### config.mk
export PLATFORM = sky130hd
export DESIGN_NAME = hdb3_rx_ctrl
export DESIGN_NICKNAME = d
export VERILOG_FILES = /design/src/rtl/hdb3_rx_ctrl.sv
export SDC_FILE = /design/constraint.sdc
export NUM_CORES = 1
export LEC_CHECK = 0
export ABC_AREA = 1
export ABC_CLOCK_PERIOD_IN_PS = 2600
export BUFFER_PORTS_ARGS = -buffer_cell sky130_fd_sc_hd__clkbuf_2
export CORE_AREA = 2 2 74 55
export CTS_CLUSTER_SIZE = 10
export DETAILED_ROUTE_END_ITERATION = 8
export DIE_AREA = 0 0 76 57
export PLACE_DENSITY_LB_ADDON = 0.08
export SLEW_MARGIN = 20
export SYNTH_ARGS = -nofsm -noshare
export SYNTH_HDL_FRONTEND = slang
export SYNTH_SLANG_ARGS = --single-unit
### constraint.sdc
create_clock -name clk -period 2.6 [get_ports clk]
set_input_delay 0.78 -clock clk [delete_from_list [all_inputs] [get_ports clk]]
set_output_delay 0.78 -clock clk [all_outputs]
set_load 0.005 [all_outputs]
### src/rtl/hdb3_rx_ctrl.sv
// hdb3_rx_ctrl: receive-side sequencer for the HDB3 decoder path.
// Divides clk down to the symbol rate and forwards one symbol per strobe to
// the decoder. Discards decoder warm-up bits and packs decoded bits into
// bytes behind a valid/ready handshake. Flags code errors, LOS and overflow.
module hdb3_rx_ctrl #(
  parameter int unsigned CLK_DIV   = 16,
  parameter int unsigned LOS_LIMIT = 32,
  parameter int unsigned DEC_LAT   = 4
) (
  input  logic       clk,
  input  logic       rst,
  input  logic       enable,
  input  logic [1:0] line_in,
  output logic [1:0] hdb3_out,
  output logic       dec_valid,
  input  logic       dec_bit,
  output logic [7:0] byte_data,
  output logic       byte_valid,
  input  logic       byte_ready,
  output logic       los,
  output logic       code_err,
  output logic       overflow,
  input  logic       clr_status
);

  localparam int unsigned DIV_W = (CLK_DIV > 1) ? $clog2(CLK_DIV) : 1;
  localparam int unsigned ZR_W  = $clog2(LOS_LIMIT + 1);
  localparam int unsigned WU_W  = (DEC_LAT > 1) ? $clog2(DEC_LAT) : 1;

  localparam logic [1:0] S_IDLE = 2'd0;
  localparam logic [1:0] S_WARM = 2'd1;
  localparam logic [1:0] S_RUN  = 2'd2;
  localparam logic [1:0] S_LOS  = 2'd3;

  localparam logic [DIV_W-1:0] DIV_MAX  = DIV_W'(CLK_DIV - 1);
  localparam logic [ZR_W-1:0]  ZR_LIMIT = ZR_W'(LOS_LIMIT);
  localparam logic [ZR_W-1:0]  ZR_ERR   = ZR_W'(3);
  localparam logic [WU_W-1:0]  WU_LAST  = WU_W'(DEC_LAT - 1);

  logic [1:0]       state_q, state_d;
  logic [DIV_W-1:0] div_q, div_d;
  logic [ZR_W-1:0]  zrun_q, zrun_d;
  logic [WU_W-1:0]  warm_q, warm_d;
  logic [2:0]       bitcnt_q, bitcnt_d;
  logic [6:0]       shift_q, shift_d;
  logic             samp_q, samp_d;
  logic [1:0]       hdb3_q, hdb3_d;
  logic             dv_q, dv_d;
  logic             ce_q, ce_d;
  logic             los_q, los_d;
  logic [7:0]       bd_q, bd_d;
  logic             bv_q, bv_d;
  logic             ov_q, ov_d;

  logic strobe_c;
  logic sample_c;
  logic sym_zero_c;
  logic byte_load;
  logic byte_drop;

  // Symbol strobe, decoder-bit sample point and zero-symbol classification
  assign strobe_c   = enable && (state_q != S_IDLE) && (div_q == DIV_MAX);
  assign sample_c   = enable && samp_q;
  assign sym_zero_c = (line_in == 2'b00) || (line_in == 2'b11);

  // Next-state and registered-output logic
  always_comb begin
    state_d   = state_q;
    div_d     = div_q;
    zrun_d    = zrun_q;
    warm_d    = warm_q;
    bitcnt_d  = bitcnt_q;
    shift_d   = shift_q;
    samp_d    = 1'b0;
    hdb3_d    = hdb3_q;
    dv_d      = 1'b0;
    ce_d      = 1'b0;
    bd_d      = bd_q;
    bv_d      = bv_q;
    ov_d      = ov_q;
    byte_load = 1'b0;
    byte_drop = 1'b0;

    if (!enable) begin
      state_d  = S_IDLE;
      div_d    = '0;
      zrun_d   = '0;
      warm_d   = '0;
      bitcnt_d = '0;
      shift_d  = '0;
    end else begin
      div_d  = ((state_q == S_IDLE) || (div_q == DIV_MAX)) ? '0 : div_q + DIV_W'(1);
      samp_d = dv_q;

      if (strobe_c) begin
        hdb3_d = (line_in == 2'b11) ? 2'b00 : line_in;
        dv_d   = 1'b1;
      end

      case (state_q)
        S_IDLE: begin
          state_d = S_WARM;
          zrun_d  = '0;
          warm_d  = '0;
        end
        S_WARM, S_RUN: begin
          if (strobe_c) begin
            if (state_q == S_RUN) begin
              ce_d = (line_in == 2'b11) || (sym_zero_c && (zrun_q >= ZR_ERR));
            end
            if (sym_zero_c) begin
              zrun_d = zrun_q + ZR_W'(1);
              if (zrun_d == ZR_LIMIT) begin
                state_d  = S_LOS;
                bitcnt_d = '0;
                shift_d  = '0;
              end
            end else begin
              zrun_d = '0;
            end
          end
          if (sample_c) begin
            if (state_q == S_WARM) begin
              if (warm_q == WU_LAST) begin
                state_d = S_RUN;
              end else begin
                warm_d = warm_q + WU_W'(1);
              end
            end else begin
              shift_d  = {dec_bit, shift_q[6:1]};
              bitcnt_d = bitcnt_q + 3'd1;
              if (bitcnt_q == 3'd7) begin
                shift_d = '0;
                if (!bv_q || byte_ready) begin
                  byte_load = 1'b1;
                end else begin
                  byte_drop = 1'b1;
                end
              end
            end
          end
        end
        S_LOS: begin
          if (strobe_c && !sym_zero_c) begin
            state_d = S_WARM;
            warm_d  = '0;
            zrun_d  = '0;
          end
        end
        default: state_d = S_IDLE;
      endcase
    end

    // Output byte register: a new byte wins over the handshake release
    if (byte_load) begin
      bd_d = {dec_bit, shift_q};
      bv_d = 1'b1;
    end else if (bv_q && byte_ready) begin
      bv_d = 1'b0;
    end

    // Sticky overflow: a drop in the same cycle beats a clear
    if (byte_drop) begin
      ov_d = 1'b1;
    end else if (clr_status) begin
      ov_d = 1'b0;
    end

    los_d = (state_d == S_LOS);
  end

  // State and output registers
  always_ff @(posedge clk or negedge rst) begin
    if (!rst) begin
      state_q  <= S_IDLE;
      div_q    <= '0;
      zrun_q   <= '0;
      warm_q   <= '0;
      bitcnt_q <= '0;
      shift_q  <= '0;
      samp_q   <= 1'b0;
      hdb3_q   <= 2'b00;
      dv_q     <= 1'b0;
      ce_q     <= 1'b0;
      los_q    <= 1'b0;
      bd_q     <= '0;
      bv_q     <= 1'b0;
      ov_q     <= 1'b0;
    end else begin
      state_q  <= state_d;
      div_q    <= div_d;
      zrun_q   <= zrun_d;
      warm_q   <= warm_d;
      bitcnt_q <= bitcnt_d;
      shift_q  <= shift_d;
      samp_q   <= samp_d;
      hdb3_q   <= hdb3_d;
      dv_q     <= dv_d;
      ce_q     <= ce_d;
      los_q    <= los_d;
      bd_q     <= bd_d;
      bv_q     <= bv_d;
      ov_q     <= ov_d;
    end
  end

  assign hdb3_out   = hdb3_q;
  assign dec_valid  = dv_q;
  assign code_err   = ce_q;
  assign los        = los_q;
  assign byte_data  = bd_q;
  assign byte_valid = bv_q;
  assign overflow   = ov_q;

endmodule

; ---- After elaboration in Yosys (flattened, before gate mapping)
; Index checks and enable logic that the tools add are counted.
[op_classes]
add_sub_neg = 4
mul = 0
n_div = 0
magnitude_cmp = 1
n_eq_ne = 15
shift = 0
n_mux = 61
n_bitwise = 0
reduce_logical = 21
[ops]
columns = op, n
row1 = 2-to-1 mux 7 bit, 8
row2 = 2-to-1 mux 2 bit, 14
row3 = 2-to-1 mux 6 bit, 4
row4 = 2-to-1 mux 1 bit, 23
row5 = 2-to-1 mux 3 bit, 7
row6 = case mux 6 bit (3 select lines), 1
row7 = "inequality test 3 bit, second input constant", 5
row8 = case mux 2 bit (3 select lines), 2
row9 = "== test 2 bit, second input constant", 5
row10 = 2-to-1 mux 4 bit, 2
row11 = "adder 6 x 1 -> 6 bit, second input constant", 1
row12 = "== test 6 bit, second input constant", 1
row13 = "greater-or-equal comparator 6 x 2 -> 1 bit, second input constant", 1
row14 = logical AND 1 bit, 6
row15 = nonzero test 2 bit, 3
row16 = "adder 4 x 1 -> 4 bit, second input constant", 1
row17 = "== test 4 bit, second input constant", 1
row18 = zero test 2 bit, 2
row19 = logical OR 1 bit, 4
row20 = AND reduction 2 bit, 2
row21 = AND reduction 4 bit, 1
row22 = "adder 3 x 1 -> 3 bit, second input constant", 1
row23 = "== test 3 bit, second input constant", 1
row24 = "adder 2 x 1 -> 2 bit, second input constant", 1
row25 = 4 further kinds, 5
[word_totals]
regBits = 40
latchBits = 0
mem_bits_rw = 0
rom_bits = 0
input_bits = 8
output_inout_bits = 15
wordCells = 116
n_memories = 0

; ---- Depth between registers and ports, before layout
; Gate-level depths: netlist of run 1.
[logic_depth]
word_depth = 11
depth_mapped = 11

; ---- Worst setup path before layout of run 1
; Ideal clock, no wire load.
[synth_timing]
path_kind = input port to flip-flop
startpoint = input line_in[0]
endpoint = register zrun_q[5]
setup_ns = 0.127
arrival_time_ns = 1.689
required_ns = 2.473
slack_ns = 0.784
path_stages = 9
path_buffers = 0
path_cell_list = inv_1 ha_1 inv_1 nand2_4 nand3_1 o21ai_2 clkinv_4 nand3_1 o21ai_0
[synth_between]
elab_chain_cells = 6
elab_cells_between_ends = 11
classes_between = eq/ne (2) / mux (4) / reduce/logical (5)
[synth_rtl]
columns = element, line
row1 = "start, declared", 13  ; input logic [1:0] line_in,
row2 = == test 2 bit or zero test 2 bit (tied branches), 64  ; assign sym_zero_c = (line_in == 2'b00) || (line_in == 2'b11);
row3 = logical OR 1 bit *, 64
row4 = 2-to-1 mux 6 bit or zero test 1 bit (tied branches), "111, 144"
row5 = 2-to-1 mux 6 bit or logical AND 1 bit (tied branches), "107, 144"
row6 = case mux 6 bit (3 select lines) or inequality test 3 bit (tied branches), n/a
row7 = 2-to-1 mux 6 bit or AND reduction 2 bit (tied branches), n/a
row8 = "end signal, assigned", 192  ; zrun_q <= zrun_d;
row9 = "end, declared", 42  ; logic [ZR_W-1:0] zrun_q, zrun_d;
; Mark *: on every way between the ends. The rest lies on a longest branch, timed or not. The select of a mux whose other input is x is not followed.
; A chain may end at the register's enable or synchronous reset.

; ---- Final worst setup path of run 1
[layout_timing]
startpoint = register state_q[1]
endpoint = register warm_q[1]
[layout_between]
elab_chain_cells = 6
elab_cells_between_ends = 16
classes_between = eq/ne (7) / mux (2) / reduce/logical (7)
[layout_rtl]
columns = element, line
row1 = "start, declared", 40  ; logic [1:0] state_q, state_d;
row2 = "start signal, assigned", 190  ; state_q <= state_d;
row3 = nonzero test 2 bit, 62  ; assign strobe_c = enable && (state_q != S_IDLE) && (div_q == DIV_MAX);
row4 = logical AND 1 bit (2 in series), 62
row5 = logical AND 1 bit, 144  ; if (strobe_c && !sym_zero_c) begin
row6 = inequality test 3 bit (no source line), n/a
row7 = AND reduction 4 bit (no source line), n/a
row8 = "end signal, assigned", 193  ; warm_q <= warm_d;
row9 = "end, declared", 43  ; logic [WU_W-1:0] warm_q, warm_d;
; Parallel ways exist; a longest one is shown, timed or not.

==> results of run 1 <==
logic make-up after synthesis:
family / after synthesis
adder cells (fa/ha/maj): 13
flip-flops: 40
AO/OA/AOI/OAI: 25
multiplexers: 7
AND/OR/NAND/NOR: 108
buffers and inverters: 32
XOR/XNOR: 1
how the worst max path moves through the flow:
stage,start,end
3_3_place_gp,line_in[0],shift_q[4]
6_report,state_q[1],warm_q[1]
4_1_cts,state_q[0],warm_q[1]
3_5_place_dp,line_in[0],shift_q[2]
5_1_grt,state_q[0],warm_q[1]
2_1_floorplan,line_in[0],zrun_q[5]
layer usage:
metal | GRT usage [%] | vias to the layer above | wire (um)
met4 | 6.23 | 0 | 49
met2 | 28.1 | 29 | 1500
met5 | 0 | - | 0
met3 | 4.43 | 6 | 138
met1 | 26.3 | 689 | 1830
li1 | - | 780 | -
layout by cell type (no fill, tap or decap), drive strengths merged:
| master | instances |
|---|---|
| nand2 | 61 |
| dfrtp | 40 |
| clkbuf | 30 |
| inv | 29 |
| nor2 | 21 |
| o21ai | 20 |
| nand3 | 18 |
| ha | 13 |
| mux2 | 7 |
| nand4 | 4 |
| or2 | 3 |
| a21oi | 3 |
| clkinv | 2 |
| o21bai | 1 |
| xor2 | 1 |
| nor3 | 1 |
| a31oi | 1 |
| buf | 1 |
stage by stage:
| stage | cell area, um^2 | setup slack (ps) | cells | hold WS [ps] | power (mW) |
|---|---|---|---|---|---|
| 2_1_floorplan | 2060 | 784 | 226 | 433 | 0.684 |
| 3_3_place_gp | 2240 | 470 | 300 | 453 | 0.714 |
| 3_5_place_dp | 2240 | 438 | 300 | 457 | 0.715 |
| 4_1_cts | 2330 | 642 | 308 | 443 | 1.14 |
| 5_1_grt | 2330 | 429 | 308 | 470 | 1.17 |
| 6_report | 2330 | 660 | 308 | 434 | 1.12 |
synthesized netlist by cell type, drive strengths merged:
| cell type | instances |
|---|---|
| nand2 | 61 |
| dfrtp | 40 |
| inv | 29 |
| nor2 | 21 |
| o21ai | 20 |
| nand3 | 18 |
| ha | 13 |
| mux2 | 7 |
| nand4 | 4 |
| a21oi | 3 |
| or2 | 3 |
| clkinv | 2 |
| a31oi | 1 |
| buf | 1 |
| nor3 | 1 |
| o21bai | 1 |
| xor2 | 1 |
critical path: cells and delay by family, from the launching register on:
| family | cells | cell delay [ps] |
|---|---|---|
| compound gates | 1 | 80 |
| fa+ha+maj | 1 | 310 |
| buf+inv | 2 | 420 |
| flops | 1 | 440 |
| simple gates | 4 | 580 |
registers in the layout, summed over array words and instances (netlist names):
register	cells
div_q	4
bitcnt_q	3
overflow	1
shift_q	7
byte_data	8
samp_q	1
hdb3_out	2
los	1
dec_valid	1
byte_valid	1
zrun_q	6
code_err	1
state_q	2
warm_q	2
cell type report:
cell class	instances	area share (%)
inverters	31	5.53
repair buffers	23	5.05
flip-flops and latches	40	42.9
multi-input cells	154	39.8
clock buffers	8	3.86
well taps	52	2.79
power by group:
group	switching, mW	internal [mW]
Sequential	0.00561	0.627
Combinational	0.0492	0.0198
Clock	0.198	0.216
Total	0.253	0.863
==> summary.txt, run 1 <==
First DRT Iteration DRCs - 66
CTS hold repair buffers - 0
row count - 19
most frequent cell on the critical path - nand2_1
unrepaired setup endpoints after global routing - no
Pre-antenna DRT Iters - 4
Post-Synth XOR/XNOR Area - 0.424%
clock-pin transition on the worst setup and hold timing paths - 70 ps
Fmax - 0.515 GHz
Synth Warn # - 0
post-CTS setup buffers - 0
vias in the first global route - 1376
Critical Path AT - 2100 ps
Seq/Total Area, Yosys - 48.5%
Post-Syn Area - 0.00206 mm^2
WS Path Type - flip-flop to flip-flop
latest clock arrival within the worst-skew pair - 290 ps
Worst R2R End - warm_q[1]
r2r setup slk - 660 ps
RR Startpoint - state_q[1]
CTS H-tree lvls - 2
fillers - 312
largest family of logic cells by synthesized area - simple AND/OR/NAND/NOR gates
initial antenna violation count - 0
Synth area leader - dfrtp_1
final core occ - 63.3%
Avg WL per Cell - 11.4 um
Max-slew headroom - 68.1%
post-synthesis compound-gate area fraction - 6.97%
clock buffer depth - 2
simple-gate share of the synthesized area - 24.6%
vias per inst - 4.88
Area Growth Syn to Fin - 13.0%
post_cts resized - 0
port bufs - 22
I/O pins - 23
Hold Path Class - primary input to asynchronous set/reset pin
die area - 0.00433 mm^2
Die Height - 57 um
Max FO, Critical Path - 10
core area - 0.00368 mm^2
Tot GR Track Use - 18.4%
Slowest cell on crit path - dfrtp_1
Req. time, crit path - 2760 ps
R2R depth - 8
Avg Inst Size Synth - 9.13 um^2
root buffer cell - clkbuf_8
area taken by multi-input logic gates - 928 um^2
first-pass GRT wire length - 6270 um
starting density of the core - 56.0%
pin count of the biggest net entering global routing - 24
Worst Clk Skew - 5.69 ps
status - complete, no violations
die width - 76 um
detailed-route via count - 1504
Clock Sinks - 40
Slew Limit Fails - 0
Mapped Cells - 226
Critical Path Sink Type - flip-flop
# DRC - 0
min Tclk post-route - 1940 ps
Worst Tran Pin Value - 478 ps
crit start category - flip-flop
peak supply drop - 0.000363 V
Routed Antenna Nets - 0
CTS tree - yes
Tcrit/Tclk final - 74.6%
post-DP HPWL - 2650 um
layout cell share with drive strength beyond 1 - 21.9%
Total Wirelength - 3510 um
mux cell area share after synthesis - 5.09%
#FFs+latches synth - 40
Synth cell types - 26
Setup TNS Final - 0 ps
delay of the slowest critical-path stage - 440 ps
Num CTS Buffers - 5
Syn Nets - 247
worst-path cell chain - inv_1, ha_1, nand2_1, clkinv_1, nand2_1, nand2_1, nand2_1, o21ai_0
Static Leak - 1.25 nW
grt ovf - 0
NumNets Final - 276
register area - 0.00100 mm^2
Setup-failing EPs final - 0
max-cap violations - 0
final hold viol count - 0
Synth top area share - 48.5%
PwrDens - 479 mW/mm^2
GP Congestion - 0.760
Synth area leaders - dfrtp_1 (49%), nand2_1 (10%), ha_1 (7.9%)
Antenna diodes - 0
adder-cell area share of the yosys netlist - 7.88%
No activity file was read; power rests on OpenSTA's default activity.
==> run 2, diff against run 1 <==
ABC_CLOCK_PERIOD_IN_PS = 1840   (was 2600)
CORE_AREA = 2 2 75 56   (was 2 2 74 55)
DIE_AREA = 0 0 77 58   (was 0 0 76 57)
clock period = 1.84 ns   (was 2.6 ns; I/O delays follow)
==> run 2 against run 1 <==
  * Final cell count rose by 5.5%
  * Setup slack got worse by 590 ps
  * Clock power is 68% higher
  * Sequential power up 41%
  * Design area grew 7.4%
  * Via count grew 4.7%
  * Global-route usage increased by 0.75 points
  * Clock skew shrank 3.0 ps
  * Fmax grew 9.7%
  * Flip-flop and latch count did not move
==> summary.txt, run 2 (synthesized netlist as in run 1, its figures left out) <==
status - complete, no violations
Worst Clk Skew - 2.66 ps
I/O pins - 23
Area Growth Syn to Fin - 21.3%
Comb pwr share - 7.2%
PwrDens - 684 mW/mm^2
Setup-failing EPs final - 0
initial antenna violation count - 0
Max FO, Critical Path - 5
fillers - 349
Total Wirelength - 3930 um
total chip power - 1.71 mW
Clock Sinks - 40
met2 WL - 1690 um
vias in the first global route - 1420
Routed Antenna Nets - 0
Die Height - 58 um
clock buffer depth - 2
Setup TNS Final - 0 ps
layout cell share with drive strength beyond 1 - 29.3%
latest clock arrival within the worst-skew pair - 280 ps
Max-slew headroom - 66.9%
first-pass GRT wire length - 6590 um
pin count of the biggest net entering global routing - 41
row count - 19
peak supply drop - 0.000580 V
Hold Path Class - primary input to asynchronous set/reset pin
Final Non-Filler Cells - 325
Tot GR Track Use - 19.1%
Internal - 1.34 mW
die width - 77 um
# DRC - 0
final core occ - 66.7%
CTS tree - yes
NumNets Final - 293
WS Path Type - flip-flop to flip-flop
Slew Limit Fails - 0
grt ovf - 0
final hold viol count - 0
Top Metal Used - met4
Num CTS Buffers - 5
port bufs - 22
die area - 0.00447 mm^2
Cells after DPL - 315
CTS hold repair buffers - 0
max-cap violations - 0
commonest non-fill, non-tap cell in the layout - nand2_1
starting density of the core - 54.9%
vias per inst - 4.85
core area - 0.00376 mm^2
Tcrit/Tclk final - 96.1%
post-DP HPWL - 2880 um
crit start category - flip-flop
flip-flop count of the largest register after layout - 8
Critical Path Sink Type - flip-flop
wl on met1 - 2060 um
most frequent cells in the layout - nand2_1 (53), dfrtp_1 (39), inv_1 (25)
Req. time, crit path - 2010 ps
First DRT Iteration DRCs - 68
Fmax - 0.566 GHz
Critical Path AT - 1940 ps
Antenna diodes - 0
Clk pwr share - 40.6%
root buffer cell - clkbuf_8
CTS H-tree lvls - 2
Static Leak - 1.34 nW
WL met3 - 157 um
sequential power share - 52.1%
Pre-antenna DRT Iters - 4
min Tclk post-route - 1770 ps
Worst Tran Pin Value - 497 ps
Setup WS post-layout - 71.7 ps
Setup WS pre-CTS - -46.1 ps
Psw - 378 uW
clock-pin transition on the worst setup and hold timing paths - 80 ps
switching share of power - 22.1%
r2r setup slk - 70 ps
detailed-route via count - 1575
GP Congestion - 0.839
Avg WL per Cell - 12.1 um
-- run 2: changes by cell type in the layout (fill, tap and decap cells not counted), sizes merged --
cell and delta:
buf +16, bufinv +1, clkbuf -2, nand2 +1, clkinv +1
-- run 2: layout make-up --
class | instances | area [um^2] | share of cell area [%]
flip-flops and latches | 40 | 1000 | 40.0
multi-input cells | 155 | 962 | 38.4
repair buffers | 39 | 238 | 9.50
inverters | 31 | 129 | 5.15
clock buffers | 6 | 72.6 | 2.90
well taps | 52 | 65.1 | 2.60
clock inverters | 2 | 35.0 | 1.40
-- run 2: per-layer routing --
| metal | vias up | track usage [%] |
|---|---|---|
| met5 | - | 0 |
| met1 | 725 | 28.4 |
| met3 | 4 | 4.21 |
| met2 | 32 | 29.6 |
| li1 | 814 | - |
| met4 | 0 | 3.83 |
-- run 2: power groups by stage --
stage / Combinational, mW / Sequential (mW) / Clock [mW]
after floorplan: 0.0566 / 0.909 / 0
after global placement: 0.117 / 0.910 / 0
after global routing: 0.140 / 0.894 / 0.749
after CTS: 0.121 / 0.893 / 0.711
after detailed placement: 0.118 / 0.911 / 0
final: 0.124 / 0.893 / 0.696
-- run 2: path summary, 6_finish.rpt --
path / startpoint / end / depth (start not counted)
setup / recovery: state_q[0] / byte_data[0] / 7
hold / removal: rst / zrun_q[1] / 2
setup reg to reg: state_q[0] / byte_data[0] / 7
hold reg to reg: div_q[0] / div_q[0] / 1
max in group asynchronous: rst / zrun_q[0] / 2
min in group clk: clr_status / overflow / 2
-- run 2: worst max-delay path: stages (launching register included) --
cell and delay, ps:
dfrtp_1 400, buf_4 160, ha_4 170, nor2_4 110, inv_4 50, nor3_4 290, nand2_2 170, mux2_4 320
-- run 2: repair_timing --
action | CTS | global route
resized for setup | 0 | 8
setup buffers | 0 | 1
endpoints found under the hold margin | 0 | 0
setup endpoints to repair | 0 | 19
-- run 2: per-stage QoR --
stage / hold WS [ps] / cell area [um^2]
6_report: 313 / 2500
4_1_cts: 334 / 2460
3_5_place_dp: 458 / 2350
5_1_grt: 374 / 2500
3_3_place_gp: 459 / 2350
2_1_floorplan: 256 / 2060
